### src/rtl/fetch_if.sv
// fetch_if: in-order instruction-memory read channel between fetch and memory.
interface fetch_if;
   logic        MEM_REQ_VALID;
   logic        MEM_REQ_READY;
   logic [31:0] MEM_REQ_ADDR;
   logic        MEM_RESP_VALID;
   logic [31:0] MEM_RESP_DATA;
   modport master (
      output MEM_REQ_VALID, MEM_REQ_ADDR,
      input  MEM_REQ_READY, MEM_RESP_VALID, MEM_RESP_DATA
   );
   modport slave (
      input  MEM_REQ_VALID, MEM_REQ_ADDR,
      output MEM_REQ_READY, MEM_RESP_VALID, MEM_RESP_DATA
   );
endinterface

### src/rtl/fetch.sv
// fetch: sequential PC generation, in-order instruction reads and a small
// queue presenting one {pc, data} per cycle to decode, with flush/stall.
module fetch #(
   parameter logic [31:0] START_ADDR  = 32'h0000_0000,
   parameter int          QUEUE_DEPTH = 4
) (
   input  logic        CLK,
   input  logic        RST,
   input  logic        FLUSH,
   input  logic [31:0] FLUSH_PC,
   input  logic        STALL,
   fetch_if.master     mem,
   output logic [31:0] INST_PC,
   output logic [31:0] INST_DATA
);
   localparam int AW = $clog2(QUEUE_DEPTH);
   localparam int CW = AW + 1;
   logic [31:0]   pc;
   logic [31:0]   q_pc [QUEUE_DEPTH];
   logic [31:0]   q_data [QUEUE_DEPTH];
   logic [31:0]   a_pc [QUEUE_DEPTH];
   logic [AW-1:0] head, tail, a_head, a_tail;
   logic [CW-1:0] count, outstanding, discard, live;
   logic          req_hs, resp, push, pop, show;

   // live = in-flight requests whose responses will be kept
   assign live              = outstanding - discard;
   assign mem.MEM_REQ_VALID = !RST && !FLUSH && (count + live) < CW'(QUEUE_DEPTH);
   assign mem.MEM_REQ_ADDR  = pc;
   assign req_hs            = mem.MEM_REQ_VALID && mem.MEM_REQ_READY;
   assign resp              = mem.MEM_RESP_VALID;
   assign push              = resp && discard == '0 && !FLUSH;
   assign show              = count != '0 && !FLUSH;
   assign pop               = show && !STALL;
   assign INST_PC           = show ? q_pc[head] : '0;
   assign INST_DATA         = show ? q_data[head] : '0;

   always_ff @(posedge CLK) begin
      if (req_hs) a_pc[a_tail] <= pc;
      if (push) begin
         q_pc[tail]   <= a_pc[a_head];
         q_data[tail] <= mem.MEM_RESP_DATA;
      end
   end

   // the address FIFO only tracks kept requests, so a flush simply empties it
   always_ff @(posedge CLK) begin
      if (RST) begin
         pc          <= START_ADDR;
         count       <= '0;
         outstanding <= '0;
         discard     <= '0;
         head        <= '0;
         tail        <= '0;
         a_head      <= '0;
         a_tail      <= '0;
      end else if (FLUSH) begin
         pc          <= FLUSH_PC;
         count       <= '0;
         head        <= '0;
         tail        <= '0;
         a_head      <= '0;
         a_tail      <= '0;
         outstanding <= outstanding - CW'(resp);
         discard     <= outstanding - CW'(resp);
      end else begin
         if (req_hs) pc <= pc + 32'd4;
         a_tail      <= a_tail + AW'(req_hs);
         a_head      <= a_head + AW'(push);
         tail        <= tail + AW'(push);
         head        <= head + AW'(pop);
         count       <= count + CW'(push) - CW'(pop);
         outstanding <= outstanding + CW'(req_hs) - CW'(resp);
         if (resp && discard != '0) discard <= discard - CW'(1);
      end
   end
endmodule

### src/flat_wrapper.sv
// flat-port wrapper written by rule: the top's interface ports become plain ports
module fetch_flat 
#(
   parameter logic [31:0] START_ADDR  = 32'h0000_0000,
   parameter int          QUEUE_DEPTH = 4
)
  (CLK, RST, FLUSH, FLUSH_PC, STALL, INST_PC, INST_DATA, mem_MEM_REQ_VALID, mem_MEM_REQ_ADDR, mem_MEM_REQ_READY, mem_MEM_RESP_VALID, mem_MEM_RESP_DATA);
  fetch_if mem_i ();
  input  logic CLK;
  input  logic RST;
  input  logic FLUSH;
  input  logic [31:0] FLUSH_PC;
  input  logic STALL;
  output logic [31:0] INST_PC;
  output logic [31:0] INST_DATA;
  output wire logic [$bits(mem_i.MEM_REQ_VALID)-1:0] mem_MEM_REQ_VALID;
  output wire logic [$bits(mem_i.MEM_REQ_ADDR)-1:0] mem_MEM_REQ_ADDR;
  input wire logic [$bits(mem_i.MEM_REQ_READY)-1:0] mem_MEM_REQ_READY;
  input wire logic [$bits(mem_i.MEM_RESP_VALID)-1:0] mem_MEM_RESP_VALID;
  input wire logic [$bits(mem_i.MEM_RESP_DATA)-1:0] mem_MEM_RESP_DATA;
  assign mem_MEM_REQ_VALID = mem_i.MEM_REQ_VALID;
  assign mem_MEM_REQ_ADDR = mem_i.MEM_REQ_ADDR;
  assign mem_i.MEM_REQ_READY = mem_MEM_REQ_READY;
  assign mem_i.MEM_RESP_VALID = mem_MEM_RESP_VALID;
  assign mem_i.MEM_RESP_DATA = mem_MEM_RESP_DATA;
  fetch #(.START_ADDR(START_ADDR), .QUEUE_DEPTH(QUEUE_DEPTH)) u_core (.CLK(CLK), .RST(RST), .FLUSH(FLUSH), .FLUSH_PC(FLUSH_PC), .STALL(STALL), .mem(mem_i), .INST_PC(INST_PC), .INST_DATA(INST_DATA));
endmodule
### config.mk
export PLATFORM = sky130hd
export DESIGN_NAME = fetch_flat
export DESIGN_NICKNAME = d
export VERILOG_FILES = /design/src/rtl/fetch_if.sv /design/src/rtl/fetch.sv /design/src/flat_wrapper.sv
export SDC_FILE = /design/constraint.sdc
export NUM_CORES = 1
export LEC_CHECK = 0
export BUFFER_PORTS_ARGS = -buffer_cell sky130_fd_sc_hd__buf_2
export CAP_MARGIN = 20
export CORE_UTILIZATION = 30
export CTS_CLUSTER_DIAMETER = 60
export DETAILED_ROUTE_END_ITERATION = 12
export GPL_ROUTABILITY_DRIVEN = 0
export REMOVE_ABC_BUFFERS = 1
export SYNTH_ARGS = -nofsm -noshare
export SYNTH_HDL_FRONTEND = slang
export SYNTH_SLANG_ARGS = --single-unit
export TNS_END_PERCENT = 5
### constraint.sdc
create_clock -name CLK -period 8.55 [get_ports CLK]
set_clock_uncertainty 0.1 [all_clocks]
set_input_delay 1.2825 -clock CLK [delete_from_list [all_inputs] [get_ports CLK]]
set_output_delay 1.2825 -clock CLK [all_outputs]
set_load 0.01 [all_outputs]
==> impl_metrics.json <==
{
  "postLayoutSetupSlackWorst_ps": 2870,
  "pwr-share-comb_pct": 6.3,
  "drt.antenna.violating_nets": 0,
  "cp_top_family": "buffers and inverters",
  "cp-start-kind": "input pin",
  "floorplan.initialDensity_pct": 30.4,
  "mappedNetlistArea_mm2": 0.0172,
  "seqPwrFrac_pct": 48.8,
  "timing_max_transition_violations_final": 0,
  "global_route.usage.met3_pct": 2.75,
  "final_cells": 1917,
  "max_slew.worst_pin.slew_ps": 1120,
  "post-route-min-period_ps": 5680,
  "critical_path.reg2reg.startpoint": "u_core.count[1]",
  "dp_slack_ps": 2740,
  "antenna_found_initial": 0,
  "reg2reg_setup_slack_ps": 4500,
  "timing.critical_path.to_type": "output pin",
  "tritoncts": "done",
  "cap_violations": 0,
  "cts_hold_repair.buffers": 0,
  "timing.critical_path.slowest_stage_cell": "clkinv_1",
  "rsz_0062_raised_after_global_routing": "false",
  "max-slew-margin-rel_pct": 22.9,
  "drt_drc_violations_left": 0,
  "ys.warnings.count": 0,
  "post-cts-setup-buffer-count": 0,
  "critical_path_cell_by_cell": "buf_2 > buf_4 > clkinv_1 > o31ai_4 > buf_8 > buf_4 > nor2b_1 > buf_2",
  "worst-path-buf-inv": 6,
  "grt_max_degree": 56,
  "globalRouteMet2Util_pct": 22.1,
  "post_placement_cell_area_mm2": 0.0190,
  "ir_drop_uv": 145,
  "core_mm2": 0.0564,
  "synthesis.area_per_instance_um2": 18.4,
  "postCtsResizedCells": 0,
  "n_diodes": 0,
  "n_fill_cell": 5345,
  "design.portCount": 167,
  "wl_per_cell_um": 20.6,
  "cellPowerDensity_mw_per_mm2": 239,
  "met1_usage_pct": 19.1,
  "critical-path-max-stage-delay_ps": 860,
  "placement.io_buffers": 166,
  "clock_sinks": 433,
  "design_power_total_mw": 4.95,
  "clock_tree_buffer_depth": 3,
  "worst-setup-path-type": "in2out",
  "fp-row-count": 87,
  "required_time_at_the_worst_slack_endpoint_ps": 7170,
  "r2r_end": "u_core.a_pc[3][11]",
  "ys_dominant_reg_cell": "edfxtp_1",
  "grt_util_all_layers_pct": 13.8,
  "post_synth_edffs": 384,
  "setup_viol_count_final": 0,
  "cts_inserted_buffers": 51,
  "clkLatencyLatePin_ps": 570,
  "layout.area.seq_mm2": 0.0125,
  "critPathArrivalTime_ps": 4300,
  "final_core_util_pct": 36.7,
  "finish.instance_area_mm2": 0.0207,
  "routed-via-count": 9186,
  "synthesis.instances": 930,
  "timing.critical_path.fanout_max": 55,
  "swShare_pct": 22.1,
  "clk_transition_reported_paths_ps": 60,
  "post_route_cells_drive_above_1_share_pct": 32.6,
  "area.growth.synth_to_final_pct": 20.7,
  "flops_latches_synth": 433,
  "cellLeakagePower_nw": 6.83,
  "vias_per_cell": 4.79,
  "die_area_mm2": 0.0581,
  "status": "finished, final reports clean",
  "synth.distinct_cells": 56,
  "power.internal_mw": 3.86,
  "reg2reg_depth": 11,
  "multi_input_gate_area_mm2": 0.00442,
  "synth-seq-area-share_pct": 72.9,
  "holdCritPathClass": "reg2reg",
  "final_layout_net_count": 1209,
  "drt_wl_total_um": 39500,
  "timing.setup.tns_ps": 0,
  "ctsHtreeMaxLevel": 2,
  "grt_pass1_wl_um": 59200,
  "detail_route.first_pass.iterations": 5,
  "endpoint": "INST_PC[27]",
  "clk_root_buffer_cell": "clkbuf_16",
  "grt_pass1_vias": 9235,
  "instance_count_on_the_critical_path": 8,
  "dr.first_iter.drc_count": 779,
  "dp_hpwl_um": 24400,
  "grt_busiest_layer": "met2",
  "hold_start": "u_core.mem.MEM_REQ_ADDR[1]",
  "final.hold.worst_slack_ps": 441,
  "launch_point_of_the_worst_path": "FLUSH",
  "dp_cells": 1822,
  "dieHeight_um": 241,
  "post-route-period-util_pct": 66.5,
  "power.clock.fraction_pct": 44.9,
  "timing.final.hold_violations": 0,
  "async_flop_share_pct": 0,
  "grt_remaining_overflow": 0,
  "fmax_mhz": 176,
  "power.net_switching_mw": 1.10,
  "die_x_um": 241
}
per-layer routing:
layer / wire, µm / vias to the layer above
li1: - / 4142
met4: 840 / 0
met1: 18100 / 4737
met2: 18600 / 248
met3: 1990 / 59
met5: 0 / -
cells in the final DEF (no fill, tap or decap), drive strengths merged, types with 4 or more instances in the layout:
cell type    n
edfxtp     384
buf        185
mux4        96
nor2b       65
clkbuf      64
dfxtp       49
nand2       44
inv         27
nor2        25
a31oi       20
ha          15
clkinv      14
nand3       13
xnor2       13
o311ai      12
nand4       11
a21oi       10
or3          9
o21ai        8
o211ai       8
bufinv       8
or4          7
and2         6
nor3         6
and3         5
mux2i        5
a211oi       4
a221oi       4
worst min-delay path by stage:
stage / endpoint / depth (start not counted)
after global placement: u_core.a_pc[2][1] / 0
after global routing: u_core.a_pc[1][1] / 0
after CTS: u_core.a_pc[2][1] / 0
after detailed placement: u_core.a_pc[0][1] / 0
after floorplan: u_core.count[2] / 2
final: u_core.a_pc[2][1] / 0
flip-flops by register name, summed over array words and instances (netlist names):
register and cells:
u_core.a_head 2, u_core.a_pc 128, u_core.a_tail 2, u_core.count 3
u_core.discard 3, u_core.head 2, u_core.mem.MEM_REQ_ADDR 32, u_core.outstanding 3
u_core.q_data 128, u_core.q_pc 128, u_core.tail 2
cells in the mapped netlist, types with 2 or more instances:
library cell,instances,area (µm²)
edfxtp_1,384,11500
mux4_2,96,2160
nor2b_1,65,407
dfxtp_1,49,981
nand2_1,44,165
clkbuf_1,28,105
nor2_1,25,93.8
a31oi_1,20,125
inv_1,19,71.3
ha_1,15,188
nand3_1,13,65.1
o311ai_0,12,105
xnor2_1,12,105
buf_1,11,41.3
nand4_1,11,68.8
a21oi_1,10,50.1
or3_1,9,56.3
buf_2,8,40.0
o211ai_1,8,60.1
o21ai_0,8,40.0
or4_1,7,52.6
and2_1,6,37.5
nor3_1,6,30.0
and3_1,5,31.3
a211oi_1,4,30.0
a221oi_1,4,35.0
mux2i_1,4,40.0
a21boi_0,3,22.5
a311oi_1,3,26.3
fa_1,3,60.1
o2bb2ai_1,3,26.3
or2_2,3,18.8
a22oi_1,2,15.0
a41o_1,2,20.0
and3b_1,2,17.5
and4_1,2,17.5
nand2b_1,2,12.5
nand4b_1,2,17.5
nor3b_1,2,15.0
nor4_2,2,25.0
power by group through the flow:
stage	combinational, mW	sequential [mW]	clock, mW
after global placement	0.308	2.46	0
after global routing	0.344	2.43	2.36
after CTS	0.317	2.42	2.28
after floorplan	0.180	2.46	0
after detailed placement	0.316	2.46	0
final	0.312	2.42	2.22
cell type report:
cell class	instances	area share (%)
Sequential cell	433	60.5
Multi-Input combinational cell	428	21.3
Clock buffer	63	6.43
Timing Repair Buffer	186	4.89
Tap cell	756	4.57
Clock inverter	30	1.90
Inverter	21	0.381
kinds of logic (layout without fill, tap and decap cells):
| kind of cell | Yosys count | in the layout | synth area share, % |
|---|---|---|---|
| simple gates | 209 | 209 | 6.73 |
| buf+inv | 69 | 300 | 1.61 |
| xor+xnor | 14 | 14 | 0.759 |
| mux | 101 | 101 | 12.9 |
| compound gates | 86 | 86 | 3.59 |
| flops | 433 | 433 | 72.9 |
| fa+ha+maj | 18 | 18 | 1.44 |
No activity file was read; power rests on OpenSTA's default activity.
